$ cat config.mk
export PLATFORM = sky130hd
export DESIGN_NAME = stopwatch_top_level_flat
export DESIGN_NICKNAME = d
export VERILOG_FILES = /design/src/rtl/stopwatch_pkg.sv /design/src/rtl/stopwatch_if.sv /design/src/rtl/btn_debounce.sv /design/src/rtl/stopwatch_top_level.sv /design/src/flat_wrapper.sv
export SDC_FILE = /design/constraint.sdc
export NUM_CORES = 1
export LEC_CHECK = 0
export BUFFER_PORTS_ARGS = -buffer_cell sky130_fd_sc_hd__buf_2
export CORE_MARGIN = 10
export CORE_UTILIZATION = 50
export CTS_CLUSTER_SIZE = 30
export DETAILED_ROUTE_END_ITERATION = 8
export PLACE_DENSITY = 0.77
export SYNTH_ARGS = -nofsm -noshare
export SYNTH_HDL_FRONTEND = slang
export SYNTH_HIERARCHICAL = 1
export SYNTH_SLANG_ARGS = --single-unit
export TNS_END_PERCENT = 10
$ cat constraint.sdc
create_clock -name clk -period 2.6 [get_ports clk]
set_input_delay 0.39 -clock clk [delete_from_list [all_inputs] [get_ports clk]]
set_output_delay 0.39 -clock clk [all_outputs]
set_load 0.05 [all_outputs]
$ cat src/rtl/stopwatch_pkg.sv
// stopwatch_pkg: shared types and constants for the MM:SS stopwatch.
// Holds the BCD digit type, seven-segment codes, anode indices and a mod-60 BCD helper.
package stopwatch_pkg;

  typedef logic [3:0] bcd_t;

  // Active-low cathodes {dp,g,f,e,d,c,b,a}; dp stays off
  localparam logic [7:0] SEG_0     = 8'hC0;
  localparam logic [7:0] SEG_1     = 8'hF9;
  localparam logic [7:0] SEG_2     = 8'hA4;
  localparam logic [7:0] SEG_3     = 8'hB0;
  localparam logic [7:0] SEG_4     = 8'h99;
  localparam logic [7:0] SEG_5     = 8'h92;
  localparam logic [7:0] SEG_6     = 8'h82;
  localparam logic [7:0] SEG_7     = 8'hF8;
  localparam logic [7:0] SEG_8     = 8'h80;
  localparam logic [7:0] SEG_9     = 8'h90;
  localparam logic [7:0] SEG_BLANK = 8'hFF;

  localparam logic [1:0] AN_SEC_ONES = 2'd0;
  localparam logic [1:0] AN_SEC_TENS = 2'd1;
  localparam logic [1:0] AN_MIN_ONES = 2'd2;
  localparam logic [1:0] AN_MIN_TENS = 2'd3;

  function automatic logic [7:0] seg_encode(input bcd_t d);
    logic [7:0] s;
    case (d)
      4'd0:    s = SEG_0;
      4'd1:    s = SEG_1;
      4'd2:    s = SEG_2;
      4'd3:    s = SEG_3;
      4'd4:    s = SEG_4;
      4'd5:    s = SEG_5;
      4'd6:    s = SEG_6;
      4'd7:    s = SEG_7;
      4'd8:    s = SEG_8;
      4'd9:    s = SEG_9;
      default: s = SEG_BLANK;
    endcase
    return s;
  endfunction

  // {tens, ones} BCD pair incremented modulo 60
  function automatic logic [7:0] bcd_inc60(input logic [7:0] v);
    logic [7:0] r;
    if (v[3:0] != 4'd9)      r = {v[7:4], v[3:0] + 4'd1};
    else if (v[7:4] != 4'd5) r = {v[7:4] + 4'd1, 4'd0};
    else                     r = 8'h00;
    return r;
  endfunction

endpackage

$ cat src/rtl/stopwatch_if.sv
// stopwatch_if: board-facing pins of the stopwatch (switches, button, display drives).
// The slave modport is the stopwatch side; master is the board/bench side.
interface stopwatch_if;
  logic       adj;
  logic       sel;
  logic       pause;
  logic [7:0] seg;
  logic [3:0] an;

  modport master (output adj, sel, pause, input seg, an);
  modport slave  (input adj, sel, pause, output seg, an);
endinterface

$ cat src/rtl/btn_debounce.sv
// btn_debounce: 2-FF synchronizer plus stability counter; emits a one-cycle pulse
// when the input has been high-stable for DEBOUNCE_CYCLES samples.
module btn_debounce #(
  parameter int DEBOUNCE_CYCLES = 1_000_000
) (
  input  logic clk,
  input  logic rst,
  input  logic btn,
  output logic rise
);
  localparam int CW = $clog2(DEBOUNCE_CYCLES + 1);

  logic          sync_meta;
  logic          sync_q;
  logic          stable;
  logic [CW-1:0] cnt;

  always_ff @(posedge clk or negedge rst) begin
    if (!rst) begin
      sync_meta <= 1'b0;
      sync_q    <= 1'b0;
      stable    <= 1'b0;
      cnt       <= '0;
      rise      <= 1'b0;
    end else begin
      sync_meta <= btn;
      sync_q    <= sync_meta;
      rise      <= 1'b0;
      // Any bounce back to the accepted level restarts the stability window
      if (sync_q == stable) begin
        cnt <= '0;
      end else if (cnt == CW'(DEBOUNCE_CYCLES - 1)) begin
        cnt    <= '0;
        stable <= sync_q;
        rise   <= sync_q;
      end else begin
        cnt <= cnt + CW'(1);
      end
    end
  end

endmodule

$ cat src/rtl/stopwatch_top_level.sv
// stopwatch_top_level: MM:SS stopwatch with pause/resume, 2 Hz field adjust and a
// multiplexed 4-digit display. Define STOPWATCH_BLINK_EN to blink the adjusted field.
module stopwatch_top_level
  import stopwatch_pkg::*;
#(
  parameter int CLK_HZ          = 100_000_000,
  parameter int SCAN_CYCLES     = 100_000,
  parameter int DEBOUNCE_CYCLES = 1_000_000
) (
  input  logic       clk,
  input  logic       rst,
  stopwatch_if.slave pins
);
  localparam int PW = $clog2(CLK_HZ + 1);
  localparam int SW = $clog2(SCAN_CYCLES + 1);

  logic          adj_meta, adj_s, sel_meta, sel_s;
  logic          press, running;
  logic [PW-1:0] sec_pre, adj_pre;
  logic          sec_tick, adj_tick;
  bcd_t          min_tens, min_ones, sec_tens, sec_ones;
  logic [SW-1:0] scan_cnt;
  logic [1:0]    digit_idx;
  bcd_t          cur_digit;
  logic          blank;
  logic [7:0]    seg_q;
  logic [3:0]    an_q;

  btn_debounce #(.DEBOUNCE_CYCLES(DEBOUNCE_CYCLES)) u_pause (
    .clk  (clk),
    .rst  (rst),
    .btn  (pins.pause),
    .rise (press)
  );

  always_ff @(posedge clk or negedge rst) begin
    if (!rst) begin
      adj_meta <= 1'b0;
      adj_s    <= 1'b0;
      sel_meta <= 1'b0;
      sel_s    <= 1'b0;
    end else begin
      adj_meta <= pins.adj;
      adj_s    <= adj_meta;
      sel_meta <= pins.sel;
      sel_s    <= sel_meta;
    end
  end

  assign sec_tick = !adj_s && running && (sec_pre == PW'(CLK_HZ - 1));
  assign adj_tick = adj_s && (adj_pre == PW'(CLK_HZ / 2 - 1));

  // sec_tick samples the pre-toggle running, so a coincident press never drops a tick
  always_ff @(posedge clk or negedge rst) begin
    if (!rst) begin
      running <= 1'b1;
      sec_pre <= '0;
      adj_pre <= '0;
    end else begin
      running <= running ^ press;
      if (adj_s || !running || sec_tick) sec_pre <= '0;
      else                               sec_pre <= sec_pre + PW'(1);
      if (!adj_s || adj_tick) adj_pre <= '0;
      else                    adj_pre <= adj_pre + PW'(1);
    end
  end

  always_ff @(posedge clk or negedge rst) begin
    if (!rst) begin
      {min_tens, min_ones, sec_tens, sec_ones} <= '0;
    end else if (adj_tick) begin
      if (sel_s) {sec_tens, sec_ones} <= bcd_inc60({sec_tens, sec_ones});
      else       {min_tens, min_ones} <= bcd_inc60({min_tens, min_ones});
    end else if (sec_tick) begin
      {sec_tens, sec_ones} <= bcd_inc60({sec_tens, sec_ones});
      if ({sec_tens, sec_ones} == 8'h59)
        {min_tens, min_ones} <= bcd_inc60({min_tens, min_ones});
    end
  end

`ifdef STOPWATCH_BLINK_EN
  logic [PW-1:0] blink_pre;
  logic          blink_phase;

  always_ff @(posedge clk or negedge rst) begin
    if (!rst) begin
      blink_pre   <= '0;
      blink_phase <= 1'b0;
    end else if (!adj_s) begin
      blink_pre   <= '0;
      blink_phase <= 1'b0;
    end else if (blink_pre == PW'(CLK_HZ / 4 - 1)) begin
      blink_pre   <= '0;
      blink_phase <= ~blink_phase;
    end else begin
      blink_pre <= blink_pre + PW'(1);
    end
  end

  // Digit indices 0/1 are the seconds field, 2/3 the minutes field
  assign blank = adj_s && blink_phase && (sel_s ? !digit_idx[1] : digit_idx[1]);
`else
  assign blank = 1'b0;
`endif

  always_comb begin
    cur_digit = sec_ones;
    case (digit_idx)
      AN_SEC_ONES: cur_digit = sec_ones;
      AN_SEC_TENS: cur_digit = sec_tens;
      AN_MIN_ONES: cur_digit = min_ones;
      AN_MIN_TENS: cur_digit = min_tens;
      default:     cur_digit = sec_ones;
    endcase
  end

  always_ff @(posedge clk or negedge rst) begin
    if (!rst) begin
      scan_cnt  <= '0;
      digit_idx <= AN_SEC_ONES;
      an_q      <= 4'hF;
      seg_q     <= SEG_BLANK;
    end else begin
      if (scan_cnt == SW'(SCAN_CYCLES - 1)) begin
        scan_cnt  <= '0;
        digit_idx <= digit_idx + 2'd1;
      end else begin
        scan_cnt <= scan_cnt + SW'(1);
      end
      an_q  <= ~(4'b0001 << digit_idx);
      seg_q <= blank ? SEG_BLANK : seg_encode(cur_digit);
    end
  end

  assign pins.seg = seg_q;
  assign pins.an  = an_q;

endmodule

$ cat src/flat_wrapper.sv
// flat-port wrapper written by rule: the top's interface ports become plain ports
module stopwatch_top_level_flat import stopwatch_pkg::*;
#(
  parameter int CLK_HZ          = 100_000_000,
  parameter int SCAN_CYCLES     = 100_000,
  parameter int DEBOUNCE_CYCLES = 1_000_000
)
  (clk, rst, pins_adj, pins_sel, pins_pause, pins_seg, pins_an);
  stopwatch_if pins_i ();
  input  logic clk;
  input  logic rst;
  input wire logic [$bits(pins_i.adj)-1:0] pins_adj;
  input wire logic [$bits(pins_i.sel)-1:0] pins_sel;
  input wire logic [$bits(pins_i.pause)-1:0] pins_pause;
  output wire logic [$bits(pins_i.seg)-1:0] pins_seg;
  output wire logic [$bits(pins_i.an)-1:0] pins_an;
  assign pins_i.adj = pins_adj;
  assign pins_i.sel = pins_sel;
  assign pins_i.pause = pins_pause;
  assign pins_seg = pins_i.seg;
  assign pins_an = pins_i.an;
  stopwatch_top_level #(.CLK_HZ(CLK_HZ), .SCAN_CYCLES(SCAN_CYCLES), .DEBOUNCE_CYCLES(DEBOUNCE_CYCLES)) u_core (.clk(clk), .rst(rst), .pins(pins_i));
endmodule
# Word level (Yosys, flattened, before mapping)
# Memories as Yosys holds them, arrays and structs flattened. A register that Yosys moved wholly into a read port is not among the register bits.
# Index checks and enable logic that the tools add are counted.
op_classes:
  mul: 0
  n_eq_ne: 15
  div_mod_pow: 0
  n_bitwise: 3
  n_reduce_logical: 15
  mux: 26
  shifts: 1
  magnitude_cmp: 0
  add_sub_neg: 9
ops:
  columns: ["op", "count"]
  rows:
  - ["4-bit two-way mux", 14]
  - ["27-bit by 1-bit adder with 27-bit output, second input constant", 2]
  - ["27-bit two-way mux", 2]
  - ["20-bit two-way mux", 2]
  - ["8-bit two-way mux", 4]
  - ["27-bit by 26-bit == test with 1-bit output, second input constant", 1]
  - ["27-bit == test, second input constant", 1]
  - ["20-bit by 1-bit adder with 20-bit output, second input constant", 1]
  - ["20-bit == test, second input constant", 1]
  - ["17-bit by 1-bit adder with 17-bit output, second input constant", 1]
  - ["17-bit == test, second input constant", 1]
  - ["17-bit two-way mux", 1]
  - ["4-bit by 1-bit adder with 4-bit output, second input constant", 4]
  - ["4-bit case mux with 4 select lines", 1]
  - ["8-bit by 7-bit == test with 1-bit output, second input constant", 1]
  - ["4-bit by 3-bit != test with 1-bit output, second input constant", 2]
  - ["4-bit != test, second input constant", 2]
  - ["2-bit == test, second input constant", 2]
  - ["4-bit NOT", 1]
  - ["2-bit AND reduction", 2]
  - ["2-bit nonzero test", 2]
  - ["1-bit by 2-bit << shifter with 4-bit output, first input constant", 1]
  - ["1-bit logical AND", 3]
  - ["1-bit logical NOT", 3]
  - ["11 further kinds", 14]
word_totals:
  n_memories: 1
  inputBits: 5
  mem_bits_rw: 0
  ff_bits: 130
  elab_cells: 90
  rom_bits: 112
  out_inout_bits: 12
  latchBits: 0
mem_list:
  columns: ["memory", "words", "width", "read_ports", "rd_ports_with_merged_regs", "write_ports", "line", "source"]
  rows:
  - ["(name not given)", 16, 7, 1, 1, 0, "stopwatch_pkg.sv:27", "case (d)"]

# Logic depth before layout (Yosys ltp)
# Gate-level depths: netlist of run 1.
logic_depth:
  ltp_word: 6
  ltp_mapped: 9
  ltp_nobuf: 9

# Hierarchy
# The synthesis of run 1 kept the hierarchy.
by_module_without_submodules:
  columns: ["mod", "seq_area_each_um2", "cells_per_inst", "n_inst", "area_per_inst_um2"]
  rows:
  - ["stopwatch_top_level", 2642.5, 512, 1, 5275.1]
  - ["btn_debounce", 600.6, 116, 1, 1136.1]

# Worst setup path before layout of run 1
# OpenSTA, ideal clock, no wires.
synth_path:
  kind: "register to register"
  start: "reg u_core.adj_pre[0]"
  end: "reg u_core.sec_tens[1]"
  n_path_buf: 2
  required_time_ns: 2.475
  path_slack_ns: 0.557
  period_less_slack_ns: 2.043
  path_stages_with_launch: 9
  arrival_time_ns: 1.918
  setup_time_ns: 0.125
  path_cell_list: "dfrtp_1 > ha_1 > and3_1 > buf_2 > and4_1 > and3_1 > buf_4 > o21ai_0 > mux2_2"
synth_between:
  elab_chain_cells: 4
  word_cells_on_any_way: 6
  classes_between: "eq/ne: 2; mux: 1; reduce/logical: 3"
synth_rtl:
  columns: ["item", "line", "source"]
  rows:
  - ["from (decl)", "stopwatch_top_level.sv:19", "logic [PW-1:0] sec_pre, adj_pre;"]
  - ["from (signal assigned)", "stopwatch_top_level.sv:64", "else adj_pre <= adj_pre + PW'(1);"]
  - ["27-bit by 26-bit == test with 1-bit output (*)", "stopwatch_top_level.sv:51", "assign adj_tick = adj_s && (adj_pre == PW'(CLK_HZ / 2 - 1));"]
  - ["1-bit logical AND (*)", "stopwatch_top_level.sv:51", null]
  - ["2-bit by 1-bit != test with 1-bit output (no source line) / 2-bit nonzero test (equally long branches)", null, null]
  - ["2-bit AND reduction (no source line)", null, null]
  - ["to (signal assigned)", "stopwatch_top_level.sv:72", "if (sel_s) {sec_tens, sec_ones} <= bcd_inc60({sec_tens, sec_ones});"]
  - ["to (signal assigned)", "stopwatch_top_level.sv:75", "{sec_tens, sec_ones} <= bcd_inc60({sec_tens, sec_ones});"]
  - ["to (decl)", "stopwatch_top_level.sv:21", "bcd_t min_tens, min_ones, sec_tens, sec_ones;"]
# Mark *: on every way between the ends. The rest lies on a longest branch, timed or not.
# A chain may end at the register's enable or synchronous reset.

# Worst setup path in the final report of run 1
layout_path:
  start: "reg u_core.digit_idx[1]"
  end: "reg u_core.seg_q[3], in the netlist u_core/pins.seg[3]"
layout_between:
  elab_chain_cells: 2
  word_cells_on_any_way: 5
  classes_between: "eq/ne: 3; mux: 1; reduce/logical: 1"
layout_rtl:
  columns: ["item", "line", "source"]
  rows:
  - ["from (decl)", "stopwatch_top_level.sv:23", "logic [1:0] digit_idx;"]
  - ["from (signal assigned)", "stopwatch_top_level.sv:126", "digit_idx <= digit_idx + 2'd1;"]
  - ["2-bit == test (tied with other cells)", "stopwatch_top_level.sv:108", "case (digit_idx)"]
  - ["4-bit case mux with 4 select lines (*)", "stopwatch_top_level.sv:108", null]
  - ["to (decl)", "stopwatch_top_level.sv:26", "logic [7:0] seg_q;"]
# Marks and branches as above.

==> results.py, run 1 <==
metrics = {
    "run": {
        "cap_violations": 0,
    },
    "sta": {
        "slew_headroom_pct": 45.7,
        "slew_violations": 0,
        "fin_skew_ns": 0.00513,
        "post-route-min-period_ns": 2.27,
        "setup_violations": 0,
        "finalHoldViolCount": 0,
        "fin_tns_setup_ns": 0,
        "rsz0062_at_grt": "false",
        "worstMarginPinSlew_ns": 0.792,
        "max_freq_mhz": 440,
        "post-route-period-util_pct": 87.4,
        "whs_ns": 0.00956,
    },
    "drt": {
        "drt-wirelength-per-cell_um": 14.8,
        "viasPerCell": 5.54,
        "first_pass_iters": 5,
        "drc": 0,
        "drt_wl_total_um": 12400,
        "drtIter0Drc": 398,
        "vias": 4628,
        "antenna_left": 0,
    },
    "cells_and_area": {
        "filler_cell_count": 1030,
        "final_layout_size_suffix_gt1_share_pct": 14.6,
        "postLayoutCellArea_mm2": 0.00724,
        "nNetsFinal": 668,
        "fin_cells": 836,
        "antenna_cells": 0,
        "syn2layout_area_growth_pct": 13.0,
    },
    "synth": {
        "ys_top_cells_by_count": "dfrtp_1 (117), nor2_1 (93), xnor2_1 (57), inv_1 (34)",
        "synth_top_area_share_pct": 45.7,
        "synth_fp_nets": 645,
        "yosysWarnings": 13,
        "yosys.cell_count.top_type": "dfrtp_1",
        "synth_edf_count": 0,
        "yosys-top-cells-area": "dfrtp_1 (46%), xnor2_1 (7.8%), nor2_1 (5.4%)",
        "syn_area_mm2": 0.00641,
        "ys_types": 65,
        "synthCells": 628,
        "ys_seq_area_share_pct": 50.6,
        "avgSynthCellArea_um2": 10.2,
        "synthFlopType": "dfrtp_1",
        "yosysTopAreaCell": "dfrtp_1",
        "synthArstFlopShare_pct": 100,
        "ys_ff_latch": 129,
    },
    "setup_path": {
        "rrSetupSlack_ns": 0.33,
        "critical_path_class": "reg -> reg",
        "crit_family": "compound AO/OA/AOI/OAI gates",
        "reg2reg_to": "u_core/pins.seg[3]$_DFF_PN1_",
        "crit_end": "u_core/pins.seg[3]$_DFF_PN1_",
        "crit_cells": 7,
        "start_kind": "register",
        "startpoint": "u_core/digit_idx[1]$_DFFE_PN0N_",
        "rr_worst_depth": 7,
        "max_stage_delay_ns": 0.39,
        "cp-end-kind": "register",
        "reg2reg_from": "u_core/digit_idx[1]$_DFFE_PN0N_",
        "cp.arrival_ns": 2.63,
        "path_buf_inv": 1,
        "path_cells": "inv_1, ha_1, a222oi_1, mux2i_1, or2_2, o21ai_0, a21o_1",
        "critPathSlowestCell": "or2_2",
        "path_max_fanout": 10,
        "worstPathRequired_ns": 2.96,
    },
    "global_routing": {
        "grt_use_met2_pct": 24.5,
        "track_usage_pct": 14.6,
        "grt_start_max_net_pins": 53,
        "grt_util_met1_pct": 17.3,
        "gr-total-overflow": 0,
        "met3_usage_pct": 4.10,
        "top_usage_layer": "met2",
        "grt_pass1_wl_um": 21700,
        "antenna_found_initial": 0,
        "grt_pass1_vias": 4720,
    },
    "floorplan": {
        "start_util_pct": 51.0,
        "row_count": 41,
        "die_w_um": 133,
        "dieArea_mm2": 0.0178,
        "coreArea_mm2": 0.0126,
        "die_h_um": 133,
        "ioPinCount": 17,
    },
    "clock_network": {
        "cts_buffers": 17,
        "clock-sinks": 129,
        "post_cts_buffers": 0,
        "ctsResizeCount": 0,
        "clk_latency_ns": 0.41,
        "cts.clk_slew.worst_paths_ns": 0.06,
        "htreeDepth": 4,
        "cts-root-buf": "clkbuf_16",
        "clock_path_buffers": 2,
        "cts_tree": "built",
        "ctsHoldBuffers": 0,
    },
    "outcome": {
        "status": "finished, final reports clean",
    },
    "place": {
        "dpl-instance-area_mm2": 0.00668,
        "gp_congestion": 0.837,
        "port_buffers": 15,
        "dp_hpwl_um": 8470,
        "dp_cells": 804,
    },
    "hold_path": {
        "hold_class": "in -> async",
    },
    "power_and_ir_drop": {
        "cellPowerDensity_mw_per_mm2": 600,
        "total_leakage_power_nw": 3.08,
        "vdd_drop_max_mv": 0.419,
    },
}
==> registers in the layout (all words and copies together), names as in the netlist, 4 cells and up <==
name	flops
u_core/adj_pre	27
u_core/min_ones	4
u_core/min_tens	4
u_core/pins.an	4
u_core/pins.seg	7
u_core/scan_cnt	17
u_core/sec_ones	4
u_core/sec_pre	27
u_core/sec_tens	4
u_core/u_pause/cnt	20
==> cells by family after synthesis <==
kind of cell | count (synthesis) | share of synthesized area (%)
buf+inv | 53 | 3.47
other cells | 1 | 0.0585
flops | 129 | 50.6
fa+ha+maj | 12 | 2.34
mux | 11 | 1.85
simple gates | 281 | 24.2
xor+xnor | 83 | 11.3
compound gates | 58 | 6.19
==> worst min-delay path by stage <==
stage / from / endpoint / slack, ns / cells after the start
after floorplan: rst / u_core/adj_meta$_DFF_PN0_ / 0.09 / 0
after global placement: u_core/u_pause/sync_meta$_DFF_PN0_ / u_core/u_pause/sync_q$_DFF_PN0_ / 0.34 / 0
after detailed placement: u_core/adj_meta$_DFF_PN0_ / u_core/adj_s$_DFF_PN0_ / 0.34 / 0
after CTS: rst / u_core/adj_pre[23]$_DFF_PN0_ / 0.03 / 1
after global routing: rst / u_core/adj_pre[23]$_DFF_PN0_ / 0.05 / 1
final: rst / u_core/adj_pre[23]$_DFF_PN0_ / 0.01 / 1
==> cell usage in the layout, fill, tap and decap left out, types with 5 or more instances in the layout <==
master / Yosys / layout
buf_2: 10 / 14
inv_1: 34 / 34
and4_1: 9 / 9
and2_1: 7 / 7
dfrtp_1: 117 / 117
mux2_2: 5 / 5
nand2_1: 29 / 29
xor2_1: 26 / 26
nor2_1: 93 / 93
o21ai_0: 14 / 13
and3_1: 17 / 17
nand3_1: 29 / 29
clkbuf_16: 0 / 17
or4_1: 5 / 5
ha_1: 12 / 12
buf_4: 3 / 8
a21oi_1: 12 / 12
dfstp_2: 12 / 12
nor3b_1: 5 / 5
nor4_1: 6 / 6
nor3_1: 20 / 20
nand4_1: 22 / 22
xnor2_1: 57 / 57
==> final cells by class <==
| class | count | area [µm²] | share of cell area (%) |
|---|---|---|---|
| repair buffers | 23 | 150 | 2.07 |
| multi-input cells | 446 | 2950 | 40.7 |
| clock buffers | 17 | 425 | 5.87 |
| inverters | 34 | 128 | 1.76 |
| well taps | 172 | 215 | 2.97 |
| clock inverters | 15 | 136 | 1.88 |
| flip-flops and latches | 129 | 3240 | 44.8 |
==> report_power, final <==
part	internal, W	switching, W	total [W]
clock	0.00132	0.000917	0.00224
combinational	0.0000188	0.0000594	0.0000782
sequential	0.00202	0.0000123	0.00203
==> metal layers <==
metal  up-vias  part of all wire, %
met4         0                  1.3
met5         -                    0
met1      2310                   45
met2        75                   50
li1       2230                    -
met3        13                  3.6
==> metrics by stage <==
stage / utilization [%] / total power (W) / setup WS, ns
global route: 57.6 / 0.00451 / 0.152
floorplan: - / 0.00209 / 0.557
detailed placement: 53.2 / 0.00215 / 0.381
CTS: 57.6 / 0.00440 / 0.375
global placement: 53.2 / 0.00215 / 0.576
finish: 57.6 / 0.00435 / 0.328
Power figures use the tool's default switching activity.
==> inputs of run 2 (changes only) <==
--- a/config.mk
+++ b/config.mk
@@ -8,6 +8,7 @@
 export BUFFER_PORTS_ARGS = -buffer_cell sky130_fd_sc_hd__buf_2
 export CORE_MARGIN = 10
 export CORE_UTILIZATION = 50
+export CTS_CLUSTER_DIAMETER = 200
 export CTS_CLUSTER_SIZE = 30
 export DETAILED_ROUTE_END_ITERATION = 8
 export PLACE_DENSITY = 0.77
==> constraint.sdc (replaced) <==
create_clock -name clk -period 2.6 [get_ports clk]
set_input_delay 0.26 -clock clk [delete_from_list [all_inputs] [get_ports clk]]
set_output_delay 0.26 -clock clk [all_outputs]
set_load 0.05 [all_outputs]
==> run 2 against run 1 <==
Routed wire length fell by 1.2%. Clock power hardly changed. Via count fell by 0.28%. Critical path depth did not move. Total power increased by 0.66%. Fmax is 1.2% higher. Clock skew rose by 0.0046 ns. Combinational power rose by 2.9%. Critical path type unchanged. Global-route usage increased by 0.14 points. Sequential cell count unchanged. Cell area increased by 0.48%. Utilization up 0.28 points.
==> results.py, run 2 (synthesized netlist as in run 1, its figures left out) <==
metrics = {
    "floorplan": {
        "die_w_um": 133,
        "start_util_pct": 51.0,
        "row_count": 41,
        "ioPinCount": 17,
        "coreArea_mm2": 0.0126,
        "die_h_um": 133,
        "dieArea_mm2": 0.0178,
    },
    "drt": {
        "antenna_left": 0,
        "viasPerCell": 5.50,
        "drtIter0Drc": 312,
        "vias": 4615,
        "drc": 0,
        "drt_wl_total_um": 12300,
        "drt-wirelength-per-cell_um": 14.6,
        "first_pass_iters": 4,
    },
    "cells_and_area": {
        "postLayoutCoreUtil_pct": 57.9,
        "filler_cell_count": 999,
        "final_common_cell": "dfrtp_1",
        "nNetsFinal": 671,
        "antenna_cells": 0,
        "reg_top3": "u_core/adj_pre: 27 flops, u_core/sec_pre: 27 flops, u_core/u_pause/cnt: 20 flops",
        "final_layout_size_suffix_gt1_share_pct": 13.9,
        "syn2layout_area_growth_pct": 13.5,
        "final_cell_mix": "dfrtp_1 (117), nor2_1 (93), xnor2_1 (57)",
    },
    "clock_network": {
        "htreeDepth": 4,
        "ctsResizeCount": 0,
        "clock-sinks": 129,
        "clk_latency_ns": 0.42,
        "cts-root-buf": "clkbuf_16",
        "cts.clk_slew.worst_paths_ns": 0.06,
        "cts_buffers": 17,
        "cts_tree": "built",
        "clock_path_buffers": 2,
    },
    "power_and_ir_drop": {
        "cellPowerDensity_mw_per_mm2": 601,
        "total_leakage_power_nw": 3.10,
        "vdd_drop_max_mv": 0.447,
    },
    "sta": {
        "fin_tns_setup_ns": 0,
        "worstMarginPinSlew_ns": 0.755,
        "whs_ns": 0.340,
        "fin_skew_ns": 0.00971,
        "slew_violations": 0,
        "slew_headroom_pct": 48.3,
        "rsz0062_at_grt": "false",
        "setup_violations": 0,
        "layout_setup_ws_ns": 0.355,
        "post-route-period-util_pct": 86.3,
        "finalHoldViolCount": 0,
        "max_freq_mhz": 446,
        "post-route-min-period_ns": 2.24,
    },
    "setup_path": {
        "cp-end-kind": "register",
        "start_kind": "register",
        "worstPathRequired_ns": 2.96,
        "cp.arrival_ns": 2.60,
        "critical_path_class": "reg -> reg",
        "rr_worst_depth": 7,
        "path_max_fanout": 10,
    },
    "place": {
        "dp_hpwl_um": 8380,
        "pre_cts_ws_ns": 0.428,
        "port_buffers": 15,
        "gp_congestion": 0.868,
    },
    "global_routing": {
        "antenna_found_initial": 0,
        "grt_start_max_net_pins": 62,
        "grt_pass1_wl_um": 21800,
        "track_usage_pct": 14.7,
        "grt_pass1_vias": 4750,
        "gr-total-overflow": 0,
    },
    "run": {
        "cap_violations": 0,
    },
    "hold_path": {
        "hold_class": "in -> async",
    },
    "outcome": {
        "status": "finished, final reports clean",
    },
}
run 2: cell count changes in the layout (fill, tap and decap cells not counted), sizes merged:
cell         previous run  this run
clkbuf                 17        21
dlygate4sd3             0         4
inv                    37        34
clkinvlp                4         2
buf                    23        22
bufinv                  1         2
run 2: layer usage:
layer	global-route usage (%)	routed length, µm	part of all wire, %
met1	17.1	5550	45
met2	24.9	6090	50
met4	6.47	189	1.5
met3	4.06	428	3.5
met5	0	0	0
run 2: what timing repair did:
item                                   in CTS  in global routing
endpoints found under the hold margin      23                  0
hold buffers                                4                  0
buffers inserted                            0                  0
run 2: cell type report:
class | count | area, µm² | share of cell area, %
Clock buffer | 21 | 450 | 6.19
Clock inverter | 11 | 114 | 1.56
Inverter | 34 | 128 | 1.75
Multi-Input combinational cell | 446 | 2950 | 40.5
Sequential cell | 129 | 3240 | 44.6
Tap cell | 172 | 215 | 2.96
Timing Repair Buffer | 26 | 183 | 2.51
run 2: through the flow:
| stage | instances | power (W) | instance area, µm² |
|---|---|---|---|
| floorplan | 628 | 0.00209 | 6410 |
| global placement | 803 | 0.00214 | 6670 |
| detailed placement | 803 | 0.00215 | 6670 |
| CTS | 839 | 0.00443 | 7280 |
| global route | 839 | 0.00452 | 7280 |
| finish | 839 | 0.00438 | 7280 |
run 2: where the power goes:
group	internal [W]	switching, W	total, W
clock network	0.00142	0.000839	0.00226
registers	0.00202	0.0000121	0.00203
logic	0.0000206	0.0000599	0.0000805
run 2: worst max-delay path, cell delays in order, from the launching register on:
cell,delay (ns)
dfrtp_1,0.38
inv_1,0.11
ha_1,0.25
a222oi_1,0.37
mux2i_1,0.32
or2_2,0.39
o21ai_0,0.24
a21o_1,0.14
run 2: worst paths after layout:
kind	startpoint	end	slack (ns)
min in group clk	u_core/sel_meta$_DFF_PN0_	u_core/sel_s$_DFF_PN0_	0.35
min reg2reg	u_core/sel_meta$_DFF_PN0_	u_core/sel_s$_DFF_PN0_	0.35
min	rst	u_core/adj_pre[5]$_DFF_PN0_	0.34
max	u_core/digit_idx[1]$_DFFE_PN0N_	u_core/pins.seg[3]$_DFF_PN1_	0.36
max reg2reg	u_core/digit_idx[1]$_DFFE_PN0N_	u_core/pins.seg[3]$_DFF_PN1_	0.36
max in group asynchronous	rst	u_core/min_ones[0]$_DFFE_PN0P_	1.42
